## src/rtl/oam_dma.sv

```systemverilog
// OAM DMA: a CPU write to P_DMA_REG stalls the CPU and copies one 256-byte page to P_OAM_PORT.
// Sequence is HALT (+ALIGN when r_odd) then 256 READ/WRITE pairs; the CPU bus passes through while idle.
module oam_dma #(
  parameter logic [15:0] P_DMA_REG  = 16'h4014,
  parameter logic [15:0] P_OAM_PORT = 16'h2004
) (
  input  logic        i_cpu_clk,
  input  logic        i_cpu_rstn,
  input  logic [15:0] i_cpu_addr,
  input  logic        i_cpu_wn,
  input  logic [7:0]  i_cpu_wdata,
  input  logic [7:0]  i_bus_rdata,
  output logic [15:0] o_bus_addr,
  output logic        o_bus_wn,
  output logic [7:0]  o_bus_wdata,
  output logic        o_cpu_rdy,
  output logic        o_dma_busy
);

  typedef enum logic [2:0] {
    S_IDLE,
    S_HALT,
    S_ALIGN,
    S_READ,
    S_WRITE
  } state_t;

  state_t     r_state;
  state_t     w_next;
  logic [7:0] r_page;
  logic [7:0] r_idx;
  logic [7:0] r_dbuf;
  logic       r_odd;
  logic       w_trigger;

  assign w_trigger = (r_state == S_IDLE) && (i_cpu_addr == P_DMA_REG) && !i_cpu_wn;

  always_ff @(posedge i_cpu_clk) begin
    if (!i_cpu_rstn) begin
      r_state <= S_IDLE;
      r_page  <= 8'h00;
      r_idx   <= 8'h00;
      r_dbuf  <= 8'h00;
      r_odd   <= 1'b0;
    end else begin
      r_state <= w_next;
      r_odd   <= ~r_odd;
      if (w_trigger) begin
        r_page <= i_cpu_wdata;
        r_idx  <= 8'h00;
      end
      if (r_state == S_READ) begin
        r_dbuf <= i_bus_rdata;
      end
      // Index wraps to 0 on the last WRITE, leaving it ready for the next transfer.
      if (r_state == S_WRITE) begin
        r_idx <= r_idx + 8'h01;
      end
    end
  end

  always_comb begin
    w_next      = r_state;
    o_bus_addr  = i_cpu_addr;
    o_bus_wn    = i_cpu_wn;
    o_bus_wdata = i_cpu_wdata;
    o_cpu_rdy   = 1'b0;
    o_dma_busy  = 1'b1;
    case (r_state)
      S_IDLE: begin
        o_cpu_rdy  = 1'b1;
        o_dma_busy = 1'b0;
        if (w_trigger) begin
          w_next = S_HALT;
        end
      end
      S_HALT: begin
        o_bus_addr  = 16'h0000;
        o_bus_wn    = 1'b1;
        o_bus_wdata = 8'h00;
        w_next      = r_odd ? S_ALIGN : S_READ;
      end
      S_ALIGN: begin
        o_bus_addr  = 16'h0000;
        o_bus_wn    = 1'b1;
        o_bus_wdata = 8'h00;
        w_next      = S_READ;
      end
      S_READ: begin
        o_bus_addr  = {r_page, r_idx};
        o_bus_wn    = 1'b1;
        o_bus_wdata = 8'h00;
        w_next      = S_WRITE;
      end
      S_WRITE: begin
        o_bus_addr  = P_OAM_PORT;
        o_bus_wn    = 1'b0;
        o_bus_wdata = r_dbuf;
        w_next      = (r_idx == 8'hFF) ? S_IDLE : S_READ;
      end
      default: begin
        w_next = S_IDLE;
      end
    endcase
  end

endmodule
```

## config.mk

```make
export PLATFORM = sky130hd
export DESIGN_NAME = oam_dma
export DESIGN_NICKNAME = d
export VERILOG_FILES = /design/src/rtl/oam_dma.sv
export SDC_FILE = /design/constraint.sdc
export NUM_CORES = 1
export LEC_CHECK = 0
export CAP_MARGIN = 20
export CELL_PAD_IN_SITES_DETAIL_PLACEMENT = 1
export CELL_PAD_IN_SITES_GLOBAL_PLACEMENT = 1
export CORE_MARGIN = 1
export CORE_UTILIZATION = 25
export CTS_BUF_LIST = sky130_fd_sc_hd__clkbuf_8
export DETAILED_ROUTE_END_ITERATION = 7
export PLACE_DENSITY_LB_ADDON = 0.3
export SLEW_MARGIN = 20
export SYNTH_ARGS = -nofsm -noshare
export SYNTH_HDL_FRONTEND = slang
export SYNTH_SLANG_ARGS = --single-unit
```

## constraint.sdc

```tcl
create_clock -name i_cpu_clk -period 1.39 [get_ports i_cpu_clk]
set_input_delay 0.2085 -clock i_cpu_clk [delete_from_list [all_inputs] [get_ports i_cpu_clk]]
set_output_delay 0.2085 -clock i_cpu_clk [all_outputs]
set_load 0.1 [all_outputs]
```

* Word level (Yosys, flattened, before mapping) *
Cells that the tools add are included.
Widths: inputs -> output; s select.

word-level totals
  register bits = 28
  bits of input ports = 35
  word-level logic and storage cells = 32

cells by class
  $add $sub $neg = 1
  eq/ne operators = 7
  multiplexer cells = 11
  bitwise gates (word level) = 1
  reduce and logical (&&, ||, !) cells = 7

operators with widths
  cell                  number
  $pmux 16 s3           1
  $eq 16x15->1 const B  1
  $mux 8                2
  $pmux 8 s2            1
  $pmux 3 s5            1
  $add 8x1->8 const B   1
  $eq 8x8->1 const B    1
  $eq 3x2->1 const B    2
  $eq 3x1->1 const B    1
  $eq 3x3->1 const B    1
  $logic_not 3->1       1
  $mux 1                3
  $mux 3                1
  $reduce_or 3->1       1
  $logic_and 1x1->1     2
  $mux 2                1
  $ne 2x2->1 const B    1
  $pmux 1 s2            1
  $reduce_bool 2->1     1
  $reduce_or 2->1       1
  $logic_not 1->1       1
  $not 1->1             1

* Longest topological paths before layout *
  depth after elaboration = 5
  depth in mapped cells = 6
  depth with buffers taken out = 5

* Worst setup path after synthesis *
OpenSTA, ideal clock, no wires.

  path kind = reg-to-output
  start = register r_state[0]
  end = output o_bus_addr[0]
  data arrival time = 2.441 ns
  required time = 1.182 ns
  setup slack = -1.259 ns
  cell stages (with the launch flop) = 6
  path buffers = 2
  cells stage by stage = dfxtp_1 > buf_6 > or3_1 > nand2_1 > buf_4 > a22o_1

between the ends
  longest elaborated chain between the ends = 3
  elaborated cells on any way between the ends = 6
  classes of those cells = eq/ne: 4; mux: 1; reduce/logical: 1

ends and longest elaborated chain
  what                                             line  RTL
  start, declared                                  28    state_t r_state;
  start signal, assigned                           46    r_state <= w_next;
  $eq 3x2->1 / $eq 3x1->1 (equally long branches)  69    case (r_state)
  $reduce_or 2->1 (no source line)                 --
  $pmux 16 s3 (*)                                  69
  end, declared                                    13    output logic [15:0] o_bus_addr,

Mark *: on every way between the ends. The rest lies on a longest branch, timed or not.

* Worst setup path in the final report *
  start = register r_state[1]
  end = output o_bus_addr[10]

Same word-level chain as after synthesis.

==> metrics.txt <==
I/O pins 62; layout cells sized above 1 52.86%; vias post-DR 1,965; Yosys top cell area share 35.30%; clock latency on the worst-skew pair 0.29 ns; H-tree level count 1; WL per Instance 19.70 microns; fraction of registers with async set/reset 0%; HPWL after DPL 4545 microns; first-pass GRT wire length 10,900 microns; Slew headroom 68.77%; final net count 334; f_max 546.2 MHz; CP dominant cell by count buf_12; post-route insts no fill 372; port buffer count 61; most frequent cell after synthesis nand2_1; synthesized area 1588 sq um; design area 3601 sq um; CP Capture Type output port; Initial Utilization 26.35%; Synth area leaders dfxtp_1 35%, a22o_1 12%, nand2_1 9.2%, mux2i_1 5.0%, a21boi_0 3.8%; Synth Flop Type dfxtp_1; CTS tree done; Leak 1.495 nW; final worst slack -0.4409 ns; Max Slew Vio Count 0; post-layout minimum cycle time 1.831 ns; Min Hold Slack 0.4542 ns; placed cells 354; drt initial violations 98; Tot GR Track Use 22.05%; Die Ht 81.70 microns; cell chain of the critical path or3_4, nand2_8, buf_12, a22o_4, buf_12; synth unique cells 43; clock skew 0.006801 ns; Vias per Instance 5.282; largest net degree at the start of global routing 29; DRT Wirelength 7330 microns; met2 Usage GRT 41.92%; PwrDens 582.1 nW/um^2; Pwr Total 2.096 mW; failing checks setup timing; Routed Antenna Nets 0; final core occ 59.76%; setup violation total in the final timing report 45; syn avg cell area 8.446 sq um; syn nets 224; sequential area share after synthesis 35.30%; total CTS buffers 3; worst-path fanout max 8; worst min path class reg2reg; die footprint 6674 sq um; clk slew on worst S/H paths 0.10 ns; # fillers 631; Crit-path slowest cell or3_4; dpl cell area 3107 sq um; Die Span X 81.70 microns; MaxCap Viol Count 0; dpl ws -0.6838 ns; commonest cells in the netlist 39 x nand2_1, 28 x dfxtp_1, 22 x a22o_1; vias in the first global route 2,070; Initial DRT Pass Iterations 4; number of synthesized flops with an enable pin 0; grt ovf 0; Clock Sinks 28; Root Buffer clkbuf_8; Critical Path AT 1.62 ns; Clock Path Buffers 2; Final Hold Vio Count 0; VDD IR max 0.0003687 V; crit start category flop; area of the multi-input gates 1381 sq um; gpl congestion 0.7578; Diodes inserted 0; gr busiest metal met2; # hold bufs at CTS 0; Slew @ Worst Pin 0.4678 ns; Reg area 566.8 sq um; outcome finished, violations left; WS Path Type reg2out; Yosys reg bits 28; antenna violations before repair 0; final setup TNS -15.04 ns; remaining routing DRC violations 0; total of warnings raised by yosys 0; fin crit share 131.7%; synthesized netlist cell count 188; RSZ-0062 raised after global routing yes; CP required 1.18 ns; row count 28; Synth area leader dfxtp_1; met3 usage 2.667%; area of the core 6026 sq um; Worst path max stage delay 0.42 ns; Area growth syn-to-layout 126.8%; GRT met1 Usage 25.42%
## worst max-delay path: cells and delay by family, from the launching register on
| kind | cells | cell delay [ns] |
|---|---|---|
| simple gates | 2 | 0.54 |
| buf+inv | 2 | 0.31 |
| flops | 1 | 0.35 |
| compound gates | 1 | 0.15 |
## logic make-up after synthesis
kind of cell	count (synthesis)	synth area share [%]
AO/OA/AOI/OAI	54	26.64
XOR/XNOR	1	0.5517
adder cells (fa/ha/maj)	1	0.7879
buffers and inverters	19	6.540
flip-flops	28	35.30
multiplexers	8	5.044
AND/OR/NAND/NOR	77	25.14
## registers in the layout, indices dropped and copies added, names as in the netlist
register,cells
r_idx,8
r_state,3
r_page,8
r_dbuf,8
r_odd,1
## routing by layer
metal / routed length (microns) / up-vias / part of all wire (%)
met5: 0 / - / 0
met4: 167 / 0 / 2.3
met3: 243 / 16 / 3.3
met2: 3924 / 54 / 54
met1: 2994 / 984 / 41
li1: - / 911 / -
## where the power goes
part	switching [mW]	internal (mW)	total [mW]
Sequential	0.00142	0.802	0.803
Combinational	0.415	0.336	0.752
Clock	0.286	0.255	0.541
Total	0.703	1.39	2.10
## layout make-up
class | instances | share of cell area [%]
tap | 75 | 2.606
clock buffer | 4 | 1.529
sequential | 28 | 15.74
multi-input combinational | 141 | 38.36
timing repair buffer | 121 | 41.35
inverter | 3 | 0.4170
## worst paths after layout
path         startpoint             end  slack [ns]  cells past startpoint
min               r_odd           r_odd        0.45                      1
max reg2reg  r_state[0]       r_page[2]       -0.30                     10
max          r_state[1]  o_bus_addr[10]       -0.44                      5
min reg2reg       r_odd           r_odd        0.45                      1
## cell usage in the layout, fill, tap and decap left out, types with 2 or more instances in the layout
cell type / count
a22o_4: 22
dfxtp_1: 25
a41oi_2: 2
buf_4: 35
mux2i_1: 7
buf_6: 17
nor4b_4: 2
o21ai_2: 4
dlygate4sd2_1: 7
nor3b_4: 2
o21ai_1: 3
a21boi_0: 8
dfxtp_2: 2
a21oi_1: 2
dlymetal6s2s_1: 3
inv_1: 2
buf_12: 32
a311oi_2: 2
nand2_1: 36
clkdlybuf4s50_1: 24
and2_1: 3
o31ai_2: 2
clkbuf_8: 4
nand3_1: 6
nor2_4: 4
buf_8: 2
nor2b_1: 3
nand3_4: 2
## timing repair
item / CTS / global route
pin swaps: 12 / 17
gates resized for setup: 55 / 32
setup buffers: 9 / 6
gates cloned: 1 / 1
setup endpoints to repair: 45 / 45
Note: power is estimated with default switching activity, not from simulation.
